==> config.mk <==
export PLATFORM = sky130hd
export DESIGN_NAME = dr_word_collector_flat
export DESIGN_NICKNAME = d
export VERILOG_FILES = /design/src/rtl/dr_word_collector_if.sv /design/src/rtl/dr_word_collector.sv /design/src/flat_wrapper.sv
export SDC_FILE = /design/constraint.sdc
export NUM_CORES = 1
export LEC_CHECK = 0
export ABC_CLOCK_PERIOD_IN_PS = 2100
export CAP_MARGIN = 20
export CORE_ASPECT_RATIO = 0.8
export CORE_UTILIZATION = 30
export CTS_CLUSTER_DIAMETER = 40
export DETAILED_ROUTE_END_ITERATION = 16
export PLACE_DENSITY = 0.57
export SETUP_SLACK_MARGIN = 0.02
export SLEW_MARGIN = 40
export SYNTH_ARGS = -nofsm -noshare
export SYNTH_HDL_FRONTEND = slang
export SYNTH_SLANG_ARGS = --single-unit
==> constraint.sdc <==
create_clock -name clk -period 2.1 [get_ports clk]
set_input_delay 0.42 -clock clk [delete_from_list [all_inputs] [get_ports clk]]
set_output_delay 0.42 -clock clk [all_outputs]
set_load 0.005 [all_outputs]
==> src/rtl/dr_word_collector_if.sv <==
// Bundle between the dual-rail gate network, the collector and the word consumer.
// The master side drives the rails and out_ready; the slave side is the collector.
interface dr_word_collector_if #(
    parameter int WIDTH = 8
);
    logic [WIDTH-1:0] din_p;
    logic [WIDTH-1:0] din_n;
    logic             in_ready;
    logic             out_valid;
    logic             out_ready;
    logic [WIDTH-1:0] out_data;
    logic [WIDTH-1:0] out_conflict;
    logic [WIDTH-1:0] out_unres;
    logic             out_timeout;
    logic             overrun;

    modport master (
        output din_p, din_n, out_ready,
        input  in_ready, out_valid, out_data, out_conflict, out_unres, out_timeout, overrun
    );

    modport slave (
        input  din_p, din_n, out_ready,
        output in_ready, out_valid, out_data, out_conflict, out_unres, out_timeout, overrun
    );
endinterface

==> src/rtl/dr_word_collector.sv <==
// Completion detector for dual-rail words: gathers rail pulses per bit until the word
// resolves (or times out) and presents the decoded word with a valid/ready handshake.
module dr_word_collector #(
    parameter int WIDTH   = 8,
    parameter int TIMEOUT = 15
) (
    input  logic                 clk,
    input  logic                 rst,
    dr_word_collector_if.slave   bus,
    output logic [1:0]           state_dbg
);
    // Handshake: a word moves when out_valid & out_ready are both high on a rising
    // edge; out_valid never drops and out_* never change until that happens.
    // Rails are only taken while in_ready is high; anything else is dropped and
    // reported on overrun one cycle later.
    typedef enum logic [1:0] {
        IDLE    = 2'd0,
        COLLECT = 2'd1,
        HOLD    = 2'd2
    } state_t;

    localparam int CW = $clog2(TIMEOUT + 1);
    localparam logic [CW-1:0] CNT_LAST = CW'(TIMEOUT - 1);

    state_t           state;
    logic [CW-1:0]    cnt;
    logic [WIDTH-1:0] got_p;
    logic [WIDTH-1:0] got_n;
    logic [WIDTH-1:0] nxt_p;
    logic [WIDTH-1:0] nxt_n;
    logic             rail_any;
    logic             complete;
    logic             enter_hold;
    logic             timed_out;

    // Completion looks at this cycle's rails too, so a word finishing now leaves next cycle.
    assign nxt_p    = got_p | bus.din_p;
    assign nxt_n    = got_n | bus.din_n;
    assign complete = &(nxt_p | nxt_n);
    assign rail_any = |(bus.din_p | bus.din_n);

    assign timed_out  = (state == COLLECT) && !complete && (cnt == CNT_LAST);
    assign enter_hold = ((state == IDLE) && rail_any && complete) ||
                        ((state == COLLECT) && (complete || timed_out));

    assign bus.in_ready = (state != HOLD);
    assign state_dbg    = state;

    always_ff @(posedge clk) begin
        if (rst) begin
            state            <= IDLE;
            cnt              <= '0;
            got_p            <= '0;
            got_n            <= '0;
            bus.out_valid    <= 1'b0;
            bus.out_data     <= '0;
            bus.out_conflict <= '0;
            bus.out_unres    <= '0;
            bus.out_timeout  <= 1'b0;
            bus.overrun      <= 1'b0;
        end else begin
            bus.overrun <= (state == HOLD) && rail_any;

            case (state)
                IDLE: begin
                    if (rail_any) begin
                        got_p <= bus.din_p;
                        got_n <= bus.din_n;
                        if (complete) begin
                            state <= HOLD;
                        end else begin
                            state <= COLLECT;
                            cnt   <= '0;
                        end
                    end
                end
                COLLECT: begin
                    got_p <= nxt_p;
                    got_n <= nxt_n;
                    if (complete || timed_out) begin
                        state <= HOLD;
                    end else begin
                        cnt <= cnt + 1'b1;
                    end
                end
                HOLD: begin
                    if (bus.out_ready) begin
                        bus.out_valid <= 1'b0;
                        got_p         <= '0;
                        got_n         <= '0;
                        state         <= IDLE;
                    end
                end
                default: state <= IDLE;
            endcase

            // A conflicting bit decodes as 1 and also shows up in out_conflict.
            if (enter_hold) begin
                bus.out_valid    <= 1'b1;
                bus.out_data     <= nxt_p;
                bus.out_conflict <= nxt_p & nxt_n;
                bus.out_unres    <= ~(nxt_p | nxt_n);
                bus.out_timeout  <= timed_out;
            end
        end
    end
endmodule
==> src/flat_wrapper.sv <==
// flat-port wrapper written by rule: the top's interface ports become plain ports
module dr_word_collector_flat 
#(
    parameter int WIDTH   = 8,
    parameter int TIMEOUT = 15
)
  (clk, rst, state_dbg, bus_din_p, bus_din_n, bus_out_ready, bus_in_ready, bus_out_valid, bus_out_data, bus_out_conflict, bus_out_unres, bus_out_timeout, bus_overrun);
  dr_word_collector_if #(.WIDTH(WIDTH)) bus_i ();
  input  logic clk;
  input  logic rst;
  output logic [1:0] state_dbg;
  input wire logic [$bits(bus_i.din_p)-1:0] bus_din_p;
  input wire logic [$bits(bus_i.din_n)-1:0] bus_din_n;
  input wire logic [$bits(bus_i.out_ready)-1:0] bus_out_ready;
  output wire logic [$bits(bus_i.in_ready)-1:0] bus_in_ready;
  output wire logic [$bits(bus_i.out_valid)-1:0] bus_out_valid;
  output wire logic [$bits(bus_i.out_data)-1:0] bus_out_data;
  output wire logic [$bits(bus_i.out_conflict)-1:0] bus_out_conflict;
  output wire logic [$bits(bus_i.out_unres)-1:0] bus_out_unres;
  output wire logic [$bits(bus_i.out_timeout)-1:0] bus_out_timeout;
  output wire logic [$bits(bus_i.overrun)-1:0] bus_overrun;
  assign bus_i.din_p = bus_din_p;
  assign bus_i.din_n = bus_din_n;
  assign bus_i.out_ready = bus_out_ready;
  assign bus_in_ready = bus_i.in_ready;
  assign bus_out_valid = bus_i.out_valid;
  assign bus_out_data = bus_i.out_data;
  assign bus_out_conflict = bus_i.out_conflict;
  assign bus_out_unres = bus_i.out_unres;
  assign bus_out_timeout = bus_i.out_timeout;
  assign bus_overrun = bus_i.overrun;
  dr_word_collector #(.WIDTH(WIDTH), .TIMEOUT(TIMEOUT)) u_core (.clk(clk), .rst(rst), .bus(bus_i), .state_dbg(state_dbg));
endmodule
==> run summary <==
Outcome -> completed
Worst Skew -> 10.84 ps
Top cell type's share of synthesized area -> 0.4144
Synth-to-Final Area Change -> 60.62%
First-pass GRT wire length -> 11360 µm
Starting DRT DRC Count -> 153
Via count -> 2493
Core region area -> 7532 µm²
Slew Viols, Final -> 0
WHS -> 461.0 ps
Synthesized instance count -> 274
Share of cells above drive strength 1 -> 0.2927
Endpoints failing setup -> 0
DR pass1 iterations -> 5
Post-DRT Antenna Nets -> 0
TNS Setup -> 0 ps
Routed WL per cell -> 15.80 µm
Largest net degree at the start of global routing -> 50
Mean Syn Cell Area -> 8.640 µm²
Final Wtd Congestion -> 0.7774
DRC viols -> 0
CTS clock-pin slew for the worst setup and hold paths -> 90 ps
Initial antenna violation count -> 0
Worst Hold Class -> reg -> reg
Average vias per placed instance -> 5.259
Grt total ovfl -> 0
Post-synthesis cell area -> 2367 µm²
Top_reg_cell synth -> dfxtp_1
Worst Tran Pin Value -> 411.0 ps
Final count of hold timing violations -> 0
Yosys top cell by area -> dfxtp_1
Top cells by area, synth -> dfxtp_1, a21oi_1, o21ai_0
Synth Register Bits -> 49
Htree depth -> 2
CP Capture Type -> flop
Arrival time of the worst setup path -> 2210 ps
CTS Buf Count -> 5
Crit Path Max Fanout -> 4
Worst setup path class -> reg -> reg
Row count -> 28
Total GRT Usage -> 0.1782
Power density over cell area -> 1236 nW/µm²
Root Buffer -> clkbuf_8
Setup ws final -> 84.96 ps
Die area -> 8252 µm²
Achievable frequency -> 496.3 MHz
Vias in the first global route -> 2328
Num Clock Sinks -> 49
Post-Place Worst Slack -> -577.8 ps
Wirelength, routed -> 7491 µm
Die H -> 81.45 µm
Period utilisation layout -> 0.9595
Minimum clock period -> 2015 ps
CTS tree -> yes
Synth Warn # -> 0
Final net count -> 392
Detail Placement HPWL -> 4983 µm
Syn nets -> 298
Maximum vdd drop -> 0.6380 mV
Post-synth EDFFs -> 0
Netlist cell types -> 39
Asr flop ratio synth -> 0
Ports -> 49
Maxcap violations -> 0
Initial Utilization -> 0.3143
Max clock buf depth -> 2
Headroom to the max-slew limit -> 0.7260
Leak Pwr -> 1.491 nW
Antenna cells -> 0
RSZ-0062 raised after global routing -> yes
Skew-Pair Late Insertion Delay -> 300 ps
Die W -> 101.3 µm
PortBufs -> 48
Startpoint Class -> flop
Seq/Total Area, Yosys -> 0.4144
Critical Path RT -> 2300 ps
[final timing paths]
kind                                           from                                      end  slack, ps  cells after the start
setup reg to reg       u_core.got_n[0]$_SDFFE_PP0P_  u_core.bus.out_conflict[3]$_SDFFE_PP0P_         80                      8
setup / recovery       u_core.got_n[0]$_SDFFE_PP0P_  u_core.bus.out_conflict[3]$_SDFFE_PP0P_         80                      8
hold reg to reg   u_core.bus.out_valid$_SDFFE_PP0P_        u_core.bus.out_valid$_SDFFE_PP0P_        460                      2
hold / removal    u_core.bus.out_valid$_SDFFE_PP0P_        u_core.bus.out_valid$_SDFFE_PP0P_        460                      2
[kinds of logic after synthesis]
logic type / Yosys count / share of synthesized area
fa+ha+maj: 5 / 0.02643
simple gates: 72 / 0.1628
buf+inv: 26 / 0.04598
mux: 16 / 0.07346
compound gates: 106 / 0.2770
flops: 49 / 0.4144
[per-stage QoR]
step | instance area [µm²] | power (mW) | std cells | util
detailed placement | 3316 | 3.380 | 460 | 0.4402
global placement | 3316 | 3.335 | 460 | 0.4402
floorplan | 2367 | 2.459 | 274 | -
CTS | 3568 | 4.331 | 471 | 0.4738
finish | 3802 | 4.698 | 474 | 0.5048
global route | 3802 | 4.984 | 474 | 0.5048
[synthesized netlist by cell type (2+ instances only)]
cell type  instances
nand3b_1           2
nor4_2             2
nor2_1            14
mux2_2             4
a32o_1             3
nor3_1             2
o22ai_1            8
nand4_1            3
a21oi_1           32
o211ai_1          10
buf_2              3
and4_1             2
a211oi_1          17
inv_1              5
nand2_1           16
nor2b_1            8
clkbuf_1          16
nor4_1            10
nand3_1            8
o21ai_0           28
mux2i_1            8
dfxtp_1           49
and2_1             2
ha_1               5
mux2_1             3
[area by class of cell]
cell class              count  area (µm²)
fillers                   687        3730
multi-input cells         199        1494
repair buffers            107        1035
flip-flops and latches     49       985.9
well taps                 105       131.4
clock buffers               5       68.82
clock inverters             3       65.06
inverters                   6       22.52
[where the power goes]
part           internal (mW)  switching [mW]  leakage, nW
logic                   1.21            1.33         1.02
registers               1.16           0.198        0.400
clock network          0.473           0.320       0.0681
total                   2.85            1.85         1.49
[registers in the layout, indices dropped and copies added, names as in the netlist]
name	count
u_core.bus.out_conflict	8
u_core.bus.out_data	8
u_core.bus.out_timeout	1
u_core.bus.out_unres	8
u_core.bus.out_valid	1
u_core.bus.overrun	1
u_core.cnt	4
u_core.got_n	8
u_core.got_p	8
u_core.state_dbg	2
[what timing repair did]
item	4_1_cts	5_1_grt
pin swaps	3	11
resized for setup	17	47
endpoints found under the setup margin	29	47
gates cloned	0	3
setup buffers	3	1
endpoints found under the hold margin	0	0
hold buffers	0	0
[metal layers]
layer	up-vias	track usage	routed length [µm]	part of all wire
met3	8	0.03149	435	0.058
met5	-	0	0	0
li1	1220	-	-	-
met2	85	0.2646	3205	0.43
met4	0	0.04348	78	0.010
met1	1180	0.2650	3772	0.50
[critical path, cell delays in order (launching register included)]
cell	delay, ps
dfxtp_1	380
nor4_2	70
buf_4	150
nor4_4	360
buf_4	200
a21oi_4	70
a21oi_4	190
clkbuf_16	180
mux2_1	300
[layout by cell type, fill, tap and decap left out, types with 3 or more instances in the layout]
master,synthesis,routed
ha_1,5,4
nor2b_1,8,8
dfxtp_2,0,4
nor2_1,14,12
a211oi_1,17,12
dfxtp_1,49,45
a32o_1,3,3
mux2_2,4,4
nand3_1,8,8
o211ai_1,10,10
a211oi_2,0,5
clkdlybuf4s50_1,0,32
inv_1,5,5
o22ai_1,8,8
o21ai_0,28,28
buf_6,1,5
nand4_1,3,3
nor4_4,0,7
nor4_2,2,5
a21oi_1,32,31
buf_4,0,50
clkbuf_8,0,5
dlymetal6s2s_1,0,15
mux2i_1,8,8
nand2_1,16,14
mux2_1,3,3
No activity file was read; power rests on OpenSTA's default activity.
